==> src/rtl/ram_arbiter_pkg.sv <==
// Shared definitions for the bank arbiter: bank map, read-select encoding,
// ownership state and burst-counter helper.
package ram_arbiter_pkg;

  localparam logic [13:0] BANK0_BASE    = 14'h0000;
  localparam logic [13:0] BANK1_BASE    = 14'h2000;
  localparam logic [13:0] UNMAPPED_BASE = 14'h3000;

  typedef logic [1:0] rsel_t;
  localparam rsel_t RSEL_B0   = 2'd0;
  localparam rsel_t RSEL_B1   = 2'd1;
  localparam rsel_t RSEL_NONE = 2'd2;

  typedef enum logic [1:0] {
    IDLE = 2'd0,
    OWN0 = 2'd1,
    OWN1 = 2'd2
  } arb_state_e;

  typedef struct packed {
    logic b0_hit;
    logic b1_hit;
    logic unmapped;
  } bank_hit_t;

  localparam int BURST_W = 4;
  typedef logic [BURST_W-1:0] burst_t;
  localparam burst_t BURST_ONE = 4'd1;

  // Saturating increment: the count never passes the configured burst limit.
  function automatic burst_t burst_inc(input burst_t cnt, input burst_t limit);
    burst_t nxt;
    if (cnt >= limit) begin
      nxt = limit;
    end else begin
      nxt = cnt + BURST_ONE;
    end
    return nxt;
  endfunction

endpackage

==> src/rtl/ram_arbiter_if.sv <==
// Requester-side bus of the bank arbiter; bit/byte lane i belongs to requester i.
interface ram_arbiter_if #(
  parameter int AW = 14
);
  logic [1:0]      req;
  logic [1:0]      we;
  logic [2*AW-1:0] addr;
  logic [15:0]     wdata;
  logic [1:0]      gnt;
  logic [1:0]      rvalid;
  logic [7:0]      rdata;
  logic            unmapped;

  modport master (
    output req, we, addr, wdata,
    input  gnt, rvalid, rdata, unmapped
  );

  modport slave (
    input  req, we, addr, wdata,
    output gnt, rvalid, rdata, unmapped
  );
endinterface

==> src/rtl/ram_arbiter_bank_decode.sv <==
// Address to bank decode; also usable by the monitor's address range checks.
module bank_decode
  import ram_arbiter_pkg::*;
#(
  parameter int AW    = 14,
  parameter int B0_AW = 13,
  parameter int B1_AW = 12
) (
  input  logic [AW-1:0] addr_i,
  output bank_hit_t     hit_o
);

  localparam logic [AW-1:0] B0_BASE = AW'(BANK0_BASE);
  localparam logic [AW-1:0] B1_BASE = AW'(BANK1_BASE);

  logic b0_s;
  logic b1_s;

  // A bank hits when the bits above its own address width match its base.
  assign b0_s = ((addr_i >> B0_AW) == (B0_BASE >> B0_AW));
  assign b1_s = ~b0_s & ((addr_i >> B1_AW) == (B1_BASE >> B1_AW));

  assign hit_o.b0_hit   = b0_s;
  assign hit_o.b1_hit   = b1_s;
  assign hit_o.unmapped = ~b0_s & ~b1_s;

endmodule

==> src/rtl/ram_arbiter.sv <==
// Round-robin request/grant arbiter sharing the two blockram banks between
// the cpu (requester 0) and the monitor/DMA port (requester 1).
module ram_arbiter
  import ram_arbiter_pkg::*;
#(
  parameter int AW        = 14,
  parameter int MAX_BURST = 4,
  parameter int B0_AW     = 13,
  parameter int B1_AW     = 12
) (
  input  logic          CLK,
  input  logic          reset,
  ram_arbiter_if.slave  bus,
  output logic          b0_we_o,
  output logic          b1_we_o,
  output logic [AW-1:0] bank_waddr_o,
  output logic [AW-1:0] bank_raddr_o,
  output logic [7:0]    bank_din_o,
  input  logic [7:0]    b0_dout_i,
  input  logic [7:0]    b1_dout_i
);

  localparam burst_t BURST_LIMIT = burst_t'(MAX_BURST);

  arb_state_e state_q, state_d;
  logic       last_q, last_d;
  burst_t     burst_cnt_q, burst_cnt_d;
  logic [1:0] rvalid_q, rvalid_d;
  rsel_t      rsel_q, rsel_d;
  logic       unmapped_q, unmapped_d;

  logic [1:0]    gnt_s;
  logic          gsel_s;
  logic          gwe_s;
  logic [AW-1:0] gaddr_s;
  logic [7:0]    gdata_s;
  logic [7:0]    rdata_s;
  bank_hit_t     hit_s;

  bank_decode #(
    .AW    (AW),
    .B0_AW (B0_AW),
    .B1_AW (B1_AW)
  ) u_decode (
    .addr_i (gaddr_s),
    .hit_o  (hit_s)
  );

  // Ownership state register; reset leaves requester 0 winning the first tie.
  always_ff @(posedge CLK) begin
    if (!reset) begin
      state_q     <= IDLE;
      last_q      <= 1'b1;
      burst_cnt_q <= {BURST_W{1'b0}};
    end else begin
      state_q     <= state_d;
      last_q      <= last_d;
      burst_cnt_q <= burst_cnt_d;
    end
  end

  // Grant decision; reset gates all grants so a reset-cycle access is dropped.
  always_comb begin
    gnt_s = 2'b00;
    if (!reset) begin
      gnt_s = 2'b00;
    end else begin
      case (bus.req)
        2'b01: gnt_s = 2'b01;
        2'b10: gnt_s = 2'b10;
        2'b11: begin
          case (state_q)
            OWN0:    gnt_s = (burst_cnt_q < BURST_LIMIT) ? 2'b01 : 2'b10;
            OWN1:    gnt_s = (burst_cnt_q < BURST_LIMIT) ? 2'b10 : 2'b01;
            default: gnt_s = last_q ? 2'b01 : 2'b10;
          endcase
        end
        default: gnt_s = 2'b00;
      endcase
    end
  end

  // Next ownership state and burst length.
  always_comb begin
    state_d     = state_q;
    last_d      = last_q;
    burst_cnt_d = burst_cnt_q;
    case (gnt_s)
      2'b01: begin
        state_d     = OWN0;
        last_d      = 1'b0;
        burst_cnt_d = (state_q == OWN0) ? burst_inc(burst_cnt_q, BURST_LIMIT) : BURST_ONE;
      end
      2'b10: begin
        state_d     = OWN1;
        last_d      = 1'b1;
        burst_cnt_d = (state_q == OWN1) ? burst_inc(burst_cnt_q, BURST_LIMIT) : BURST_ONE;
      end
      default: begin
        state_d     = IDLE;
        burst_cnt_d = {BURST_W{1'b0}};
      end
    endcase
  end

  // Bank-side outputs for the granted requester; writes land at this edge.
  always_comb begin
    gsel_s       = gnt_s[1];
    gaddr_s      = gsel_s ? bus.addr[2*AW-1:AW] : bus.addr[AW-1:0];
    gdata_s      = gsel_s ? bus.wdata[15:8] : bus.wdata[7:0];
    gwe_s        = |(gnt_s & bus.we);
    b0_we_o      = gwe_s & hit_s.b0_hit;
    b1_we_o      = gwe_s & hit_s.b1_hit;
    bank_waddr_o = gaddr_s;
    bank_raddr_o = gaddr_s;
    bank_din_o   = gdata_s;
    rvalid_d     = gnt_s & ~bus.we;
    unmapped_d   = (|gnt_s) & hit_s.unmapped;
    if (hit_s.b0_hit) begin
      rsel_d = RSEL_B0;
    end else if (hit_s.b1_hit) begin
      rsel_d = RSEL_B1;
    end else begin
      rsel_d = RSEL_NONE;
    end
  end

  // Read-return and unmapped-flag pipeline, one cycle behind the grant.
  always_ff @(posedge CLK) begin
    if (!reset) begin
      rvalid_q   <= 2'b00;
      rsel_q     <= RSEL_B0;
      unmapped_q <= 1'b0;
    end else begin
      rvalid_q   <= rvalid_d;
      rsel_q     <= rsel_d;
      unmapped_q <= unmapped_d;
    end
  end

  // Shared return data, forced to zero when no read is returning.
  always_comb begin
    rdata_s = 8'h00;
    if (|rvalid_q) begin
      case (rsel_q)
        RSEL_B0: rdata_s = b0_dout_i;
        RSEL_B1: rdata_s = b1_dout_i;
        default: rdata_s = 8'h00;
      endcase
    end else begin
      rdata_s = 8'h00;
    end
  end

  assign bus.gnt      = gnt_s;
  assign bus.rvalid   = rvalid_q;
  assign bus.rdata    = rdata_s;
  assign bus.unmapped = unmapped_q;

endmodule

==> src/flat_wrapper.sv <==
// flat-port wrapper written by rule: the top's interface ports become plain ports
module ram_arbiter_flat import ram_arbiter_pkg::*;
#(
  parameter int AW        = 14,
  parameter int MAX_BURST = 4,
  parameter int B0_AW     = 13,
  parameter int B1_AW     = 12
)
  (CLK, reset, b0_we_o, b1_we_o, bank_waddr_o, bank_raddr_o, bank_din_o, b0_dout_i, b1_dout_i, bus_req, bus_we, bus_addr, bus_wdata, bus_gnt, bus_rvalid, bus_rdata, bus_unmapped);
  ram_arbiter_if #(.AW(AW)) bus_i ();
  input  logic CLK;
  input  logic reset;
  output logic b0_we_o;
  output logic b1_we_o;
  output logic [AW-1:0] bank_waddr_o;
  output logic [AW-1:0] bank_raddr_o;
  output logic [7:0] bank_din_o;
  input  logic [7:0] b0_dout_i;
  input  logic [7:0] b1_dout_i;
  input wire logic [$bits(bus_i.req)-1:0] bus_req;
  input wire logic [$bits(bus_i.we)-1:0] bus_we;
  input wire logic [$bits(bus_i.addr)-1:0] bus_addr;
  input wire logic [$bits(bus_i.wdata)-1:0] bus_wdata;
  output wire logic [$bits(bus_i.gnt)-1:0] bus_gnt;
  output wire logic [$bits(bus_i.rvalid)-1:0] bus_rvalid;
  output wire logic [$bits(bus_i.rdata)-1:0] bus_rdata;
  output wire logic [$bits(bus_i.unmapped)-1:0] bus_unmapped;
  assign bus_i.req = bus_req;
  assign bus_i.we = bus_we;
  assign bus_i.addr = bus_addr;
  assign bus_i.wdata = bus_wdata;
  assign bus_gnt = bus_i.gnt;
  assign bus_rvalid = bus_i.rvalid;
  assign bus_rdata = bus_i.rdata;
  assign bus_unmapped = bus_i.unmapped;
  ram_arbiter #(.AW(AW), .MAX_BURST(MAX_BURST), .B0_AW(B0_AW), .B1_AW(B1_AW)) u_core (.CLK(CLK), .reset(reset), .bus(bus_i), .b0_we_o(b0_we_o), .b1_we_o(b1_we_o), .bank_waddr_o(bank_waddr_o), .bank_raddr_o(bank_raddr_o), .bank_din_o(bank_din_o), .b0_dout_i(b0_dout_i), .b1_dout_i(b1_dout_i));
endmodule
==> config.mk <==
export PLATFORM = sky130hd
export DESIGN_NAME = ram_arbiter_flat
export DESIGN_NICKNAME = d
export VERILOG_FILES = /design/src/rtl/ram_arbiter_pkg.sv /design/src/rtl/ram_arbiter_if.sv /design/src/rtl/ram_arbiter_bank_decode.sv /design/src/rtl/ram_arbiter.sv /design/src/flat_wrapper.sv
export SDC_FILE = /design/constraint.sdc
export NUM_CORES = 1
export LEC_CHECK = 0
export ABC_CLOCK_PERIOD_IN_PS = 2800
export BUFFER_PORTS_ARGS = -buffer_cell sky130_fd_sc_hd__buf_4
export CORE_MARGIN = 2
export CORE_UTILIZATION = 36
export CTS_CLUSTER_SIZE = 8
export DETAILED_ROUTE_END_ITERATION = 6
export GPL_ROUTABILITY_DRIVEN = 1
export PLACE_DENSITY = 0.8
export SYNTH_ARGS = -nofsm -noshare
export SYNTH_HDL_FRONTEND = slang
export SYNTH_SLANG_ARGS = --single-unit
==> constraint.sdc <==
create_clock -name CLK -period 2.8 [get_ports CLK]
set_input_delay 0.56 -clock CLK [delete_from_list [all_inputs] [get_ports CLK]]
set_output_delay 0.56 -clock CLK [all_outputs]
set_load 0.05 [all_outputs]
==> results by stage, run 1 <==
Run status:
- The run finished, with violations left.
- The checks that failed: negative setup slack.

STA:
- The transition time at the pin with the least slew margin is 0.532 ns.
- In the finished design, the share of the clock period the worst path needs comes to 101%.
- The maximum clock frequency is approximately 0.35 GHz.
- The total count of hold-check failures in the final report came to 0.
- The total negative slack for setup checks is -0.0849 ns.
- The final number of max-transition violations is 0.
- The final number of setup-violating endpoints is 7.
- In the post-route analysis, the smallest setup slack over all paths is -0.0340 ns.
- Setup repair after global routing could not meet its margin everywhere.
- Between clock sinks in the finished design, the worst skew comes to 0.00394 ns.
- Headroom to the max-slew limit came out at 64.5%.
- After layout, the minimum clock period comes to about 2.8 ns.

Clocking:
- After clock tree synthesis, the clock-pin slew on the worst setup and hold paths is 0.08 ns.
- CTS placed an instance of clkbuf_4 at the clock tree root.
- The number of buffers between clock root and the deepest sink is 2.
- The number of sinks driven by the clock tree is 12.
- The number of hold buffers added after CTS was 0.
- The maximum level of the CTS H-tree is 1.
- TritonCTS built the clock tree.
- For the worst-skew pair, the clock arrives at the later sink with an insertion delay of 0.27 ns.
- The total clock buffers created by CTS is 3.

Global route:
- Global routing finished with a remaining overflow of 0.
- The initial antenna violation count is 0.
- The number of global-route vias before repair is 1268.
- The all-layer global routing usage is 22.0%.
- The wire length of the first global-routing pass is a little over 6000 µm.
- Entering global routing, the biggest net connects 10 pins.

Synth:
- Yosys attributes the largest share of cell area to dfxtp_1 (20%), mux2_4 (20%), mux2i_1 (10%).
- Synthesis produced a netlist whose cell count is 121.
- The post-synthesis average cell area is about 10 µm².
- The number of flip-flops and latches in the synthesized netlist is 12.
- The fraction of registers with async set/reset is 0%.
- The Yosys step of the flow raised 0 warnings.
- In this run, synthesis inferred 0 flip-flops with an integrated enable.
- The netlist area before placement is 1190 µm².
- When the netlist entered floorplanning its net count stood at a little under 200.
- For this run, the register share of the synthesized area comes to 20.2%.
- The number of different library cells used by synthesis comes to 28.
- The fraction of post-synthesis cell area in the top cell type by area is 20.2%.
- Counting instances in the post-synthesis netlist gives the leading cell types as mux2_4 (16), buf_4 (14), nor2_1 (13), dfxtp_1 (12), mux2i_1 (12).
- The cell type with the largest total area after synthesis is dfxtp_1.
- mux2_4 is the most common cell in the netlist.
- The dominant synthesized flop cell is dfxtp_1.

Placed design:
- The wire-length estimate of the detail-placed layout is 3360 µm.
- The placed instances occupy a cell area of 2020 µm².
- The global placement routability congestion is 0.703.
- Including well taps, the total number of placed cells is 265.
- The number of input and output port buffers inserted is 116.

Routing:
- The detailed-routing iteration count for the pre-antenna-repair pass is 4.
- The detailed router finished its first iteration with 29 violations.
- The number of DRC violations after detailed routing is 0.
- The number of vias per cell after detailed routing is roughly 4.8.
- The via count of the routed design is 1325.
- The overall routed net length is ~4500 µm.
- The routed length per placed instance is 16.2 µm.
- The count of nets left with antenna violations once routing finished came out at 0.

Setup path:
- Traced cell by cell, the critical path runs through inv_2 -> ha_4 -> or3b_4 -> a21oi_4 -> o211ai_4 -> buf_6 -> mux2_4 -> o32ai_4 -> buf_6.
- On the critical path, the stage with the largest delay is an instance of or3b_4.
- Measured in cells, the most critical reg-to-reg path has a length of 12.
- In this design, the stage delay of the slowest critical-path cell is 0.38 ns.
- Of all nets on the critical path, the largest fanout is 6.
- The most used cell along the critical path is buf_6.
- Data on the critical path is required at its endpoint by 2.24 ns.
- STA classifies the critical path startpoint as a register.
- The setup path with the least slack is of type register to primary output.
- The worst setup path is captured at a primary output.
- STA puts the critical path data arrival time at between 2 and 2.5 ns.

Pwr:
- The ratio of total power to cell area is 363 nW/µm².
- For this design the static power due to leakage is 1.20 nW.
- The design draws approximately 0.84 mW.
- VDD sags by at most 0.344 mV.

Run:
- The count of max-cap constraint violations is 0.

Finish:
- At the end of the flow, the number of nets in the layout was 308.
- Once layout is done, the placed cells without fillers occupy 2310 µm².
- Of the cells placed in the final design, the portion with a size suffix greater than 1 is just over 70%.
- Compared with the post-synthesis result, the final layout area differs by 94.5%.
- 0 antenna diodes ended up in the layout.
- The layout filler cell count is 227.
- For this run, the number of standard cells in the final layout without fillers is 278.

Die:
- 117 I/O pins were placed.
- The region available for standard cell placement spans 3100 µm².
- The effective utilization at floorplan is 38.3%.
- The die outline height is between 60 and 70 µm.
- The die width is between 60 and 70 µm.
- The die covers 3770 µm².
- The number of placement rows is 20.

Worst hold path:
- The path class of the tightest hold or removal check is input pin to register.
- Counting instances, the worst hold path has a depth of 2.
## critical path, delay by kind of cell, from the launching register on
family	cells	cell delay (ns)
buffers and inverters	3	0.41
AND/OR/NAND/NOR	1	0.38
flip-flops	1	0.33
multiplexers	1	0.32
AO/OA/AOI/OAI	3	0.45
adder cells (fa/ha/maj)	1	0.12
## worst paths after layout
path | startpoint | to | slack, ns
worst min register to register | u_core.last_q$_SDFFE_PN1P_ | u_core.last_q$_SDFFE_PN1P_ | 0.53
worst max-delay path | u_core.state_q[0]$_SDFF_PN0_ | b0_we_o | -0.03
worst max register to register | u_core.state_q[0]$_SDFF_PN0_ | u_core.burst_cnt_q[1]$_SDFF_PN0_ | 0.32
worst min-delay path | bus_we[1] | u_core.bus.rvalid[1]$_SDFF_PN0_ | 0.45
## repair_timing
| item | 4_1_cts | 5_1_grt |
|---|---|---|
| resized for setup | 32 | 11 |
| pin swaps | 5 | 2 |
| gates cloned | 1 | 0 |
| setup endpoints to repair | 34 | 37 |
| setup buffers | 6 | 3 |
| hold endpoints to repair | 0 | 0 |
## per-stage QoR
| stage | hold slack (ns) | util [%] | setup WS (ns) |
|---|---|---|---|
| final | 0.454 | 74.4 | -0.0340 |
| after floorplan | 0.445 | - | 0.00601 |
| after global placement | 0.484 | 65.1 | 0.126 |
| after global routing | 0.450 | 74.4 | -0.106 |
| after CTS | 0.451 | 73.3 | -0.0485 |
| after detailed placement | 0.506 | 65.1 | 0.107 |
## logic make-up (layout without fill, tap and decap cells)
logic type | count (synthesis) | count (layout) | synth area share [%]
buffers and inverters | 23 | 136 | 13.1
flip-flops | 12 | 12 | 20.2
multiplexers | 35 | 35 | 37.0
other | 1 | 1 | 0.316
adder cells (fa/ha/maj) | 7 | 7 | 7.38
AO/OA/AOI/OAI | 13 | 13 | 9.59
AND/OR/NAND/NOR | 30 | 30 | 12.4
## power breakdown
group	internal (mW)	total, mW	switching [mW]
Sequential	0.178	0.186	0.00793
Combinational	0.223	0.516	0.293
Clock	0.0790	0.136	0.0571
Total	0.480	0.839	0.358
## per-layer routing
layer | wire [µm] | GRT usage (%) | vias to the layer above
met5 | 0 | 0 | -
met4 | 21 | 3.65 | 0
met3 | 449 | 6.09 | 4
met2 | 2450 | 40.6 | 75
met1 | 1570 | 25.7 | 613
li1 | - | - | 633
## state kept, by name, summed over array words and instances (netlist names)
register,count
u_core.burst_cnt_q,4
u_core.bus.rvalid,2
u_core.rsel_q,2
u_core.state_q,2
u_core.bus.unmapped,1
u_core.last_q,1
## area by class of cell
| type | instances | area, µm² | share of cell area [%] |
|---|---|---|---|
| tap | 44 | 55.1 | 2.38 |
| multi-input combinational | 86 | 881 | 38.1 |
| clock buffer | 4 | 36.3 | 1.57 |
| timing repair buffer | 127 | 1080 | 46.6 |
| sequential | 12 | 243 | 10.5 |
| inverter | 5 | 18.8 | 0.813 |
## placed cells by master, fill, tap and decap left out, drive strengths merged, types with 3 or more instances in the layout
cell type	count
nand2	3
inv	5
clkbuf	4
ha	7
buf	127
dfxtp	12
nor2b	3
and2	3
mux2i	12
mux2	23
nand2b	4
nor2	13
Note: power is estimated with default switching activity, not from simulation.
==> run 2, diff against run 1 <==
CORE_UTILIZATION = 37   (was 36)
CTS_CLUSTER_DIAMETER = 200   (was unset)
PLACE_DENSITY = 0.81   (was 0.8)
SYNTH_HIERARCHICAL = 1   (was unset)
==> run 2 against run 1 <==
  * The flow still finishes with violations (negative setup slack)
  * Utilization is 8.0 points lower
  * Die area is 2.6% higher
  * Non-clock buffer count is 3 lower
  * Critical path depth unchanged
  * Cell area fell by 5.6%
  * Synthesized area grew 5.6%
  * Worst setup slack worse by 0.065 ns
  * Critical endpoint is now b1_we_o
==> results by stage, run 2 <==
Setup path:
- At the worst endpoint, the required time is 2.24 ns.
- STA classifies the critical path endpoint as a primary output.
- Of all nets on the critical path, the largest fanout is 4.
- At the worst endpoint, the arrival time is between 2 and 2.5 ns.
- The worst setup path category is register to primary output.
- The worst setup path is launched from a register.

STA:
- At the pin with the least slew margin, the transition time is 0.644 ns.
- On the final layout, the worst clock skew is a little under 0.007 ns.
- The maximum clock frequency is 0.345 GHz.
- The total negative slack for setup checks is -0.441 ns.
- Setup violations remaining at the end of the flow were counted as 8.
- After layout, the worst setup slack is -0.0995 ns.
- Setup repair after global routing could not meet its margin everywhere.
- The worst slew margin relative to its limit is 57.0%.
- The tightest hold path in the finished design has a slack of around 0.45 ns.
- The smallest clock period supported by the final layout is computed as 2.90 ns.
- The final number of max-transition violations is 0.
- In the finished design, the share of the clock period the worst path needs comes to 104%.
- The total count of hold-check failures in the final report is 0.

Synth:
- For this run, the number of Yosys warnings is 6.
- The fraction of registers with async set/reset is 0%.
- The synthesized design contains 0 enable-type register cells.
- The net count after synthesis is around 200.
- The synthesized instance count is 127.
- The cell type with the largest total area after synthesis is mux2_4.
- After synthesis, the most frequently instantiated cells are mux2_4 (17), buf_4 (16), dfxtp_1 (12), nor2_1 (12), mux2i_1 (8).
- By area the synthesized netlist is led by mux2_4 (20%), dfxtp_1 (19%), buf_4 (9.6%).
- Summing every instance area after synthesis gives 1250 µm².
- The post-synthesis average cell area is around 9.9 µm².
- The sequential share of the synthesized area is 19.2%.
- The share of synthesized area in the top cell type comes to 20.4%.
- The dominant synthesized flop cell is dfxtp_1.
- After synthesis the netlist holds a flip-flop and latch count of 12.
- The number of unique standard cell types used by synthesis is 39.
- The most frequent cell after synthesis is mux2_4.

Routing:
- The number of vias per cell after detailed routing is 4.77.
- For this run, design rule violations remaining after detail routing come to 0.
- The detailed-routing iteration count for the pre-antenna-repair pass is 4.
- The detailed router's first-iteration violation count is 40.
- After detailed routing, the average wire length per cell comes to 13.3 µm.
- The overall routed net length is 3750 µm.
- The final route contains about 1300 vias.
- In this run the remaining antenna-violating nets after routing total 0.

Die:
- In this run the core area contains 21 standard-cell rows.
- The count of pins on the block boundary is 117.
- Measured along the y axis, the die boundary spans 62.2 µm.
- The total area inside the core boundary comes to 3280 µm².
- The die width is ~62 µm.
- The area of the die is 3870 µm².
- For this configuration, the core starts out at a cell density of 38.2%.

Finish:
- The number of nets in the layout is around 310.
- From synthesis to final layout, the design area changed by 74.0%.
- The library cell used most frequently in the layout, excluding fill and tap cells, is buf_4.
- The number of diodes is 0.
- The register with the most flip-flops is u_core/burst_cnt_q.
- The register with the most flip-flops in the layout has 4 of them.
- The final core utilization is between 60% and 70%.
- After filler insertion, the fill cell instance count of the layout stands at 285.
- In the layout the commonest cells are buf_4 (122), mux2_4 (18), nor2_1 (12).
- The cell area after layout is 2180 µm².
- Of the cells placed in the final design, the portion with a size suffix greater than 1 is 72.8%.

Run status:
- The flow ran to the end, but the final reports show violations.
- The final reports fail on negative setup slack.

Global route:
- In the global route stage, overall resource usage came out at 18.4%.
- The number of global-route vias before repair was 1350.
- The largest net degree at the start of global routing is 15.
- The initial antenna violation count is 0.
- Summed over all layers, the global routing overflow is 0.
- The wire length of the first global-routing pass is 5930 µm.

Clocking:
- In this run, CTS created clock tree buffers numbering 3.
- The clock latency on the worst-skew pair is 0.27 ns.
- The maximum level of the CTS H-tree is 1.
- The number of sinks driven by the clock tree is 12.
- The number of hold-repair buffers added at the cts stage is 0.
- TritonCTS built the clock tree.
- The number of buffers between clock root and the deepest sink is 2.
- The root buffer cell is clkbuf_4.
- The clock-pin slew reported for the worst setup and hold paths after clock tree synthesis is 0.08 ns.

Pwr:
- Net switching is 44.4% of the power.
- Internal power comes to 0.487 mW.
- IR analysis of the VDD net gives a maximum drop of 0.241 mV.
- The ratio of total power to cell area is between 400 and 500 nW/µm².
- For this design the static power due to leakage is 1.11 nW.
- In this run the power spent charging and discharging nets is 0.389 mW.
- In this run, the clock network consumes 15.8% of the power.
- The sequential share of power is between 20 and 25%.
- The share of total power dissipated in combinational logic is 62.2%.

Placed design:
- The post-place instance area is 2080 µm².
- The number of input and output port buffers inserted is 116.
- The global placement routability congestion is 0.850.
- The wire-length estimate of the detail-placed layout is 3090 µm.

Run:
- Max-cap violations in this run came to 0.

Worst hold path:
- The path category of the worst min-delay check is input pin to register.
run 2: cell count changes in the layout (fill, tap and decap cells not counted), sizes merged, moves of 2 or more:
cell	delta
buf	-3
nor3	+2
a22oi	-2
a21boi	+3
o31ai	-2
o221ai	+2
nor2b	-2
o21a	+2
a21oi	+3
o21ai	+2
ha	-4
nor3b	+2
mux2i	-4
o32ai	-2
run 2: metal layers:
metal / up-vias / wire [µm] / track usage (%)
li1: 655 / - / -
met1: 599 / 1440 / 20.6
met2: 84 / 1890 / 34.9
met3: 2 / 404 / 4.53
met4: 0 / 12 / 4.17
met5: - / 0 / 0
run 2: final cells by class:
type,instances,area [µm²],area share (%)
flip-flops and latches,12,243,11.1
well taps,46,57.6,2.64
multi-input cells,90,883,40.5
clock buffers,4,36.3,1.66
inverters,5,18.8,0.861
repair buffers,124,942,43.2
run 2: stage by stage:
stage | power, mW | worst slack [ns] | instances
after global placement | 0.726 | 0.120 | 272
after global routing | 0.910 | -0.175 | 281
after detailed placement | 0.730 | 0.0789 | 272
after CTS | 0.878 | -0.146 | 280
final | 0.876 | -0.0995 | 281
after floorplan | 0.585 | -0.230 | 127
run 2: critical path, stage by stage, from the launching register on:
cell and delay [ns]:
dfxtp_2 0.37, inv_2 0.05, ha_4 0.15, o21a_1 0.10, o311a_4 0.41, nor2_8 0.12, mux2_4 0.31, and2b_2 0.23
a21boi_4 0.17, buf_6 0.17
run 2: timing repair:
item	in CTS	in global routing
setup buffers	4	1
endpoints found under the setup margin	34	34
pin swaps	3	1
resized for setup	4	4
run 2: path summary, 6_finish.rpt:
kind	start	to	slack [ns]	cells after the start
min reg2reg	u_core/burst_cnt_q[0]$_SDFF_PN0_	u_core/burst_cnt_q[0]$_SDFF_PN0_	0.61	2
min	bus_we[1]	u_core/bus.rvalid[1]$_SDFF_PN0_	0.45	2
max reg2reg	u_core/state_q[1]$_SDFF_PN0_	u_core/rsel_q[0]$_SDFF_PP0_	0.68	9
max	u_core/state_q[1]$_SDFF_PN0_	b1_we_o	-0.1	9
run 2: logic make-up (layout without fill, tap and decap cells):
family / after synthesis / after routing / synth area share [%]
AOI/OAI and AO/OA: 22 / 22 / 15.5
and+or+nand+nor: 34 / 34 / 16.0
adders and majority gates: 3 / 3 / 2.99
muxes: 30 / 30 / 31.2
DFF: 12 / 12 / 19.2
other: 1 / 1 / 0.299
buffers and inverters: 25 / 133 / 14.9
run 2: power by group through the flow:
stage / registers, mW / clock network [mW] / logic, mW
global placement: 0.196 / 0 / 0.530
global route: 0.195 / 0.146 / 0.570
CTS: 0.193 / 0.141 / 0.543
finish: 0.193 / 0.138 / 0.545
floorplan: 0.200 / 0 / 0.385
detailed placement: 0.197 / 0 / 0.534
==> run 3, diff against run 2 <==
REMOVE_ABC_BUFFERS = 1   (was unset)
==> run 3 against run 2 <==
  * The run still ends with negative setup slack left
  * Worst setup slack improved by 0.036 ns
  * Clock power barely moved
  * Largest power group unchanged
  * Critical path depth did not move
  * Sequential power barely moved
  * Register-to-register slack got worse by 0.07 ns
==> results by stage, run 3 (synthesis gave the netlist of run 2 again) <==
Die:
- The die covers 3870 µm².
- The initialized floorplan defines 21 standard-cell rows.
- The die width is 62.2 µm.
- For this design the top-level I/O count stands at 117.
- For this configuration, the core starts out at a cell density of 38.2%.
- The die outline height is 62.2 µm.
- The total core area is 3280 µm².

Finish:
- u_core/burst_cnt_q holds more flip-flops than any other register.
- Cells fill 67.1% of the core in the end.
- The number of nets in the layout is 310.
- The leading cell type in the layout, fill and taps excluded is buf_4.
- The layout filler cell count is roughly 280.
- The number of non-filler instances in the completed layout is approximately 290.
- The area growth from synthesis to layout is 75.7%.
- The number of flip-flops under the largest register name is 4.
- The repair_antennas step left the layout with diodes totalling 0.
- In the layout the commonest cells are buf_4 (126), mux2_4 (18), nor2_1 (12).
- The post-route netlist has between 70% and 80% of its cells at a drive strength greater than 1.

Clocking:
- In this run, CTS created clock tree buffers numbering 3.
- The clock tree from TritonCTS is yes.
- The clock drives 12 sinks.
- For the worst-skew pair, the clock arrives at the later sink with an insertion delay of 0.28 ns.
- The number of buffers between clock root and the deepest sink is 2.
- After clock tree synthesis, the clock-pin slew on the worst setup and hold paths is 0.07 ns.
- Clock tree synthesis selected as its root buffer the cell clkbuf_4.
- The maximum level of the CTS H-tree is 1.

STA:
- The final number of max-transition violations is 0.
- The setup slack of the critical path after layout is -0.0631 ns.
- The final number of setup-violating endpoints is 24.
- At the pin with the least slew margin, the transition time is 0.537 ns.
- The maximum clock frequency is roughly 0.35 GHz.
- Setup repair after global routing could not meet its margin everywhere.
- The smallest clock period supported by the final layout is computed as 2.86 ns.
- The worst-case clock skew is about 0.0043 ns.
- In this run the tightest slew margin relative to its limit is 64.1%.
- The total count of hold-check failures in the final report is 0.
- The part of the cycle the worst path needs is 102%.

Worst hold path:
- The path category of the worst min-delay check is input pin to register.
- The startpoint of the tightest hold check path is bus_we[1].
- The worst hold path was traced through 2 stages.
- The worst min-delay path endpoint is u_core/bus.rvalid[1]$_SDFF_PN0_.

Setup path:
- The worst setup path is captured at a primary output.
- Of all nets on the critical path, the largest fanout is 4.
- The worst setup path is of the register to primary output kind.
- The signal on the critical path passes through inv_2 -> ha_4 -> o21a_1 -> o311a_4 -> nor2_8 -> mux2_4 -> and2b_2 -> a21boi_2 -> buf_6.
- The capture instance of the worst register-to-register path is u_core/rsel_q[1]$_SDFF_PP0_.
- The startpoint type of the worst setup path is a register.
- The number of buffer and inverter stages on the critical path is 2.
- The first element of the critical path is u_core/state_q[1]$_SDFF_PN0_.
- In this run the critical register-to-register path is launched from u_core/state_q[1]$_SDFF_PN0_.
- The logic depth of the worst register-to-register path is 9.
- For the worst setup path, the data arrival time is 2.30 ns.
- The worst stage delay on the critical path is 0.38 ns.
- The register-to-register setup slack is slightly above 0.6 ns.
- The kind of cell adding the most delay to the critical path is compound AO/OA/AOI/OAI gates.
- For this design, the slowest cell found on the critical path is o311a_4.
- STA puts the critical path data required time at 2.24 ns.

Placed design:
- The number of input and output port buffers inserted is about 120.
- The HPWL after detailed placement is 3240 µm.
- The number of cells in the design after placement is roughly 280.
- Routability-driven placement finished with a final weighted congestion of ~0.87.

Run status:
- The final reports fail on negative setup slack.
- The flow ran to the end, but the final reports show violations.

Routing:
- For this run, design rule violations remaining after detail routing come to 0.
- The detailed router's first-iteration violation count is 27.
- Before antenna repair, the detailed router went through 4 iterations.
- In the final routed layout, each cell accounts on average for around 13 µm.
- The detail route stage leaves a number of antenna-violating nets equal to 0.
- The number of vias per cell after detailed routing is 4.79.
- The via count of the routed design is 1371.
- The overall routed net length is 3810 µm.

Global route:
- The total grt overflow is 0.
- The met3 routing resource usage after global routing is 4.89%.
- In this run the most used layer during global routing was met2.
- The met1 demand-to-capacity share in global routing is 19.4%.
- The routing usage on met2 is 38.3%.
- The largest net degree at the start of global routing is 11.
- The initial antenna violation count is 0.
- The number of global-route vias before repair is 1364.
- The all-layer global routing usage is 19.5%.
- The wire length of the first global-routing pass is 6140 µm.

Pwr:
- The internal power component is approximately 0.5 mW.
- Power spread over the standard cell area amounts to 402 nW/µm².
- The leakage power summed over all cells is between 1 and 1.5 nW.
- The share of total power dissipated in the clock network is between 10% and 20%.
- The net switching fraction of the power is about 44%.
- The switching power is 0.390 mW.
- Of the total power, combinational logic draws 62.4%.
- The sequential share of power is a little over a fifth.
- The worst-case IR drop observed on VDD is 0.318 mV.

Run:
- The count of max-cap constraint violations is 0.
run 3: metrics by stage:
step           hold WS (ns)  cell area [µm²]  setup TNS [ns]  setup WS (ns)  power (mW)
4_1_cts               0.448             2200          -0.848        -0.0689       0.891
5_1_grt               0.459             2200           -2.26         -0.132       0.922
3_3_place_gp          0.578             2100               0         0.0482       0.730
3_5_place_dp          0.582             2100               0         0.0113       0.737
6_report              0.461             2200          -0.454        -0.0631       0.885
2_1_floorplan         0.547             1090           -2.58          -1.33       0.536
run 3: worst register-to-register path, cell delays in order (launching register included):
cell and delay, ns:
dfxtp_2 0.36, inv_2 0.05, ha_4 0.15, o21a_1 0.10, o311a_4 0.38, nor2_8 0.12
mux2_4 0.32, and2b_2 0.20, buf_4 0.13, nor3b_1 0.28
run 3: how the worst max path moves through the flow:
stage          endpoint  depth (start not counted)  slack (ns)
6_report        b1_we_o                          9       -0.06
5_1_grt         b1_we_o                          9       -0.13
4_1_cts         b1_we_o                          9       -0.07
3_5_place_dp    b1_we_o                          8        0.01
3_3_place_gp    b1_we_o                          8        0.05
2_1_floorplan   b1_we_o                          7       -1.33
run 3: area by class of cell:
class,instances,area [µm²],area share (%)
clock buffer,4,36.3,1.65
inverter,5,18.8,0.852
multi-input combinational,90,860,39.0
sequential,12,243,11.0
tap,46,57.6,2.61
timing repair buffer,129,988,44.9
run 3: routing by layer:
layer / routed length [µm] / vias to the layer above
li1: - / 662
met1: 1320 / 631
met2: 2090 / 74
met3: 360 / 4
met4: 44 / 0
met5: 0 / -
run 3: timing repair:
item                                   CTS  global route
endpoints found under the hold margin    0             0
gates resized for setup                 12             0
pin swaps                                3             0
setup buffers                            3             0
hold buffers                             0             0
setup endpoints to repair               36            24
run 3: power groups by stage:
stage | clock (mW) | combinational [mW] | sequential, mW
final | 0.139 | 0.552 | 0.193
after global routing | 0.149 | 0.578 | 0.195
after CTS | 0.143 | 0.554 | 0.193
after detailed placement | 0 | 0.541 | 0.196
after global placement | 0 | 0.535 | 0.195
after floorplan | 0 | 0.336 | 0.200
